==> src/rtl/div5_rr_sched.sv <==
// Round-robin arbiter in front of one bit-serial mod-DIV remainder engine; returns id, remainder and divisible flag.
// Accept to rsp_valid is WIDTH+1 cycles; the result is held in RESP until rsp_ready, and no new grant is made until then.
module div5_rr_sched #(
  parameter int NREQ  = 4,
  parameter int WIDTH = 8,
  parameter int DIV   = 5
) (
  input  logic                     clk,
  input  logic                     rst,
  input  logic [NREQ-1:0]          req_valid,
  input  logic [NREQ*WIDTH-1:0]    req_data,
  output logic [NREQ-1:0]          req_ready,
  output logic                     rsp_valid,
  input  logic                     rsp_ready,
  output logic [$clog2(NREQ)-1:0]  rsp_id,
  output logic                     rsp_div,
  output logic [$clog2(DIV)-1:0]   rsp_rem,
  output logic                     busy
);

  localparam int RW  = $clog2(DIV);
  localparam int IDW = $clog2(NREQ);
  localparam int CW  = $clog2(WIDTH);

  typedef enum logic [1:0] {IDLE, SHIFT, RESP} state_t;

  state_t           state_q, state_d;
  logic [IDW-1:0]   rr_ptr_q, rr_ptr_d;
  logic [IDW-1:0]   id_q, id_d;
  logic [WIDTH-1:0] sreg_q, sreg_d;
  logic [RW-1:0]    rem_q, rem_d;
  logic [CW-1:0]    cnt_q, cnt_d;
  logic             rsp_valid_q, rsp_valid_d;
  logic             rsp_div_q, rsp_div_d;
  logic             busy_q, busy_d;

  logic             gnt_found;
  logic [IDW-1:0]   gnt_idx;
  logic [IDW-1:0]   idx_v;
  int               idx;
  logic [RW:0]      t;

  // Search starts one past the last served requester so the previous winner has lowest priority.
  always_comb begin
    gnt_found = 1'b0;
    gnt_idx   = '0;
    idx       = 0;
    idx_v     = '0;
    for (int k = 1; k <= NREQ; k++) begin
      idx = int'(rr_ptr_q) + k;
      if (idx >= NREQ) idx = idx - NREQ;
      idx_v = IDW'(idx);
      if (!gnt_found && req_valid[idx_v]) begin
        gnt_found = 1'b1;
        gnt_idx   = idx_v;
      end
    end
  end

  assign req_ready = (state_q == IDLE && gnt_found && !rst) ? (NREQ'(1) << gnt_idx) : '0;

  // 2*rem + bit stays below 2*DIV, so one conditional subtract keeps the remainder reduced.
  assign t = {rem_q, sreg_q[WIDTH-1]};

  always_comb begin
    state_d     = state_q;
    rr_ptr_d    = rr_ptr_q;
    id_d        = id_q;
    sreg_d      = sreg_q;
    rem_d       = rem_q;
    cnt_d       = cnt_q;
    rsp_valid_d = rsp_valid_q;
    rsp_div_d   = rsp_div_q;
    case (state_q)
      IDLE: begin
        if (gnt_found) begin
          sreg_d  = req_data[gnt_idx*WIDTH +: WIDTH];
          rem_d   = '0;
          cnt_d   = '0;
          id_d    = gnt_idx;
          state_d = SHIFT;
        end
      end
      SHIFT: begin
        rem_d  = (t >= (RW+1)'(DIV)) ? RW'(t - (RW+1)'(DIV)) : RW'(t);
        sreg_d = sreg_q << 1;
        cnt_d  = cnt_q + 1'b1;
        if (cnt_q == CW'(WIDTH-1)) begin
          state_d     = RESP;
          rsp_valid_d = 1'b1;
          rsp_div_d   = (rem_d == '0);
        end
      end
      RESP: begin
        if (rsp_ready) begin
          rr_ptr_d    = id_q;
          rsp_valid_d = 1'b0;
          rsp_div_d   = 1'b0;
          state_d     = IDLE;
        end
      end
      default: state_d = IDLE;
    endcase
    busy_d = (state_d != IDLE);
  end

  always_ff @(posedge clk or posedge rst) begin
    if (rst) begin
      state_q     <= IDLE;
      rr_ptr_q    <= IDW'(NREQ-1);
      id_q        <= '0;
      sreg_q      <= '0;
      rem_q       <= '0;
      cnt_q       <= '0;
      rsp_valid_q <= 1'b0;
      rsp_div_q   <= 1'b0;
      busy_q      <= 1'b0;
    end else begin
      state_q     <= state_d;
      rr_ptr_q    <= rr_ptr_d;
      id_q        <= id_d;
      sreg_q      <= sreg_d;
      rem_q       <= rem_d;
      cnt_q       <= cnt_d;
      rsp_valid_q <= rsp_valid_d;
      rsp_div_q   <= rsp_div_d;
      busy_q      <= busy_d;
    end
  end

  assign rsp_valid = rsp_valid_q;
  assign rsp_id    = id_q;
  assign rsp_rem   = rem_q;
  assign rsp_div   = rsp_div_q;
  assign busy      = busy_q;

endmodule

==> config.mk <==
export PLATFORM = sky130hd
export DESIGN_NAME = div5_rr_sched
export DESIGN_NICKNAME = d
export VERILOG_FILES = /design/src/rtl/div5_rr_sched.sv
export SDC_FILE = /design/constraint.sdc
export NUM_CORES = 1
export LEC_CHECK = 0
export CAP_MARGIN = 0
export CORE_MARGIN = 10
export CORE_UTILIZATION = 35
export CTS_CLUSTER_DIAMETER = 200
export DETAILED_ROUTE_END_ITERATION = 10
export GPL_ROUTABILITY_DRIVEN = 0
export PLACE_DENSITY_LB_ADDON = 0.2
export SYNTH_ARGS = -nofsm -noshare
export SYNTH_HDL_FRONTEND = slang
export SYNTH_SLANG_ARGS = --single-unit
==> constraint.sdc <==
create_clock -name clk -period 2.4 [get_ports clk]
set_input_delay 0.36 -clock clk [delete_from_list [all_inputs] [get_ports clk]]
set_output_delay 0.36 -clock clk [all_outputs]
set_load 0.005 [all_outputs]
==> metrics.txt <==
outcome=finished, final reports clean; Crit path arrival time=1970 ps; Sequential Power Share=between 30% and 40%; number of routed nets with antenna violations=0; Longest Clk Path Bufs=2; CP max FO=3; Via density=about 5.3; chip width=85.93 microns; CTS tree=done; Register Area=578.1 sq um; top post-synthesis cells by count=nand3_1, dfrtp_1, nand2_1, mux2i_1, nor2_1; Area Overhead vs Synth=45.56%; Peak VDD IR=approximately 360 uV; fmax=428.8 MHz; post-synth top area share=34.54%; Root Buffer=clkbuf_8; fin crit period=2332 ps; Worst path slowest cell=clkdlybuf4s50_1; fraction of layout cells with a size suffix above 1=15.84%; DPL Wire Length=roughly 3500 microns; die area=0.007384 sq mm; Buf+Inv Stages, Crit Path=2; critical path type=in2out; Design Power=2.241 mW; Worst-Skew Late Latency=roughly 260 ps; Synth async-reset ratio=between 90% and 100%; post-synth top area cell=dfrtp_1; ranking of synthesized cells by area=dfrtp_1, nand3_1, mux2i_1; worst min path class=in2async; Most used DFF post-synth=dfrtp_1; filler cell count=366; met3 WL=307 microns; drt initial violations=63; Relative slew margins=72.56%; global-route wire length before repair=approximately 7500 microns; final hold violation count=0; met2 routed WL=2079 microns; fin nets=approximately 270; combinational fraction of design power=between 50% and 60%; DR DRC count=0; aggregate global-route resource usage=12.26%; Vias=1426; post-synthesis cell area=0.001521 sq mm; YS warnings=0; Hold-fix buffers, CTS=0; CP peak stage delay=450 ps; Sw Ratio=38.83%; Unique masters post-synth=41; startpoint types=primary input; vias in the first global route=1556; Starting Density=36.97%; endpoints failing setup=0; Cell Chain, Critical Path=clkdlybuf4s50_1 > or2_4 > o31ai_4 > nor2_1 > and2_1 > clkdlybuf4s50_1; Mapped Cells=between 150 and 200; Floorplan Core Area=0.004115 sq mm; syn nets=between 200 and 250; Tcrit/Tclk final=97.17%; pin count of the biggest net entering global routing=24; final setup TNS=0 ps; Num CTS Buffers=3; antenna violations before repair=0; Lkg Pwr=0.9875 nW; most frequent cell on the critical path=clkdlybuf4s50_1; syn_area_per_cell=9.509 sq um; Seq/Total Area, Yosys=37.99%; DR pass1 iterations=4; crit end category=output pin; PortBufs=50; wire length on met1=about 2000 microns; clock share of power=10.6%; post-DR wirelength/cell=16.52 microns; Slew @ Worst Pin=411.7 ps; Max-cap violations=0; PwrDens=1012 mW/mm^2; top sig layer=met4; # IOs=51; Int Pwr=1.371 mW; Switch Pwr=~0.87 mW; Setup Skew=0.9449 ps; Crit path max-delay family=buffers and inverters; n_diodes=0; Worst Path Required=between 2000 and 2500 ps; FP Rows=23; Yosys reg bits=23; Worst-path clk slew=roughly 80 ps; cell with the most instances after synthesis=nand3_1; Final Slew Violations=0; EDFF count, synth=0; CTS H-Tree Depth=1; Die Y=about 86 microns; clk sinks=23; GRT Residual Overflow=0; drt total wl=4476 microns; area of the multi-input gates=slightly below 900 sq um
-- kinds of logic after synthesis --
logic type	Yosys count	synth area share (%)
AO/OA/AOI/OAI	41	20.97
XOR/XNOR	1	0.5758
adder cells (fa/ha/maj)	4	3.290
flip-flops	23	37.99
AND/OR/NAND/NOR	61	20.40
buffers and inverters	14	5.428
multiplexers	16	11.35
-- routing by layer --
layer  GRT usage (%)  up-vias
li1                -      714
met1           14.21      666
met2           19.95       38
met3           5.203        8
met4           3.743        0
met5               0        -
-- tightest hold or removal path, cell delays in order --
cell and delay [ps]:
clkdlybuf4s50_1 420, inv_1 60, buf_4 290
-- what timing repair did --
action | in CTS | in global routing
gates resized for setup | 5 | 6
pin swaps | 2 | 2
buffers inserted | 0 | 1
endpoints found under the setup margin | 4 | 2
-- state kept, by name, indices dropped and copies added (netlist names) --
register   cells
rsp_valid      1
busy           1
state_q        2
rr_ptr_q       2
sreg_q         8
rsp_id         2
rsp_rem        3
rsp_div        1
cnt_q          3
-- worst paths after layout --
kind	from	endpoint	cells past startpoint	slack [ps]
setup / recovery	req_valid[0]	req_ready[0]	6	70
hold / removal	rst	sreg_q[0]	3	470
hold reg to reg	rsp_id[0]	rsp_id[0]	1	520
setup reg to reg	rr_ptr_q[0]	sreg_q[0]	6	310
max in group asynchronous	rst	rr_ptr_q[0]	3	1640
min in group clk	rsp_id[0]	rsp_id[0]	1	520
-- power groups by stage --
stage          logic, mW  clock network [mW]  registers [mW]
4_1_cts             1.28               0.245           0.728
5_1_grt             1.43               0.258           0.755
3_5_place_dp        1.27                   0           0.735
2_1_floorplan      0.856                   0           0.696
3_3_place_gp        1.23                   0           0.721
6_report            1.28               0.237           0.727
-- area by class of cell --
class | count | area share (%)
Multi-Input combinational cell | 123 | 40.28
Clock buffer | 4 | 2.034
Tap cell | 50 | 2.825
Inverter | 6 | 1.017
Sequential cell | 23 | 26.10
Timing Repair Buffer | 65 | 27.74
-- placed cells by master (no fill, tap or decap), drive strengths merged, types with 2 or more instances in the layout --
cell type and n:
clkbuf 4, o31ai 2, ha 4, nor2 9
dfstp 2, clkdlybuf4s50 45, a22o 6, nand3 23
nand2 13, o21ai 5, mux2 7, inv 6
dlymetal6s2s 2, a21o 5, nand2b 5, mux2i 9
and2 3, a32oi 3, a211o 5, dfrtp 21
buf 15, nor3 2, a21oi 5, dlygate4sd2 3
a221oi 3
-- per-stage QoR --
step                      utilization (%)  std cells  worst slack [ps]  hold WS, ps  area, sq um
after floorplan                         -        160             424.7        360.4         1521
after global placement              51.75        266            -42.05        482.3         2130
after detailed placement            51.75        266            -110.1        497.6         2130
after CTS                           52.93        270             1.274        473.2         2178
after global routing                53.82        271            -8.059        519.7         2215
final                               53.82        271             67.92        469.3         2215
No activity file was read; power rests on OpenSTA's default activity.
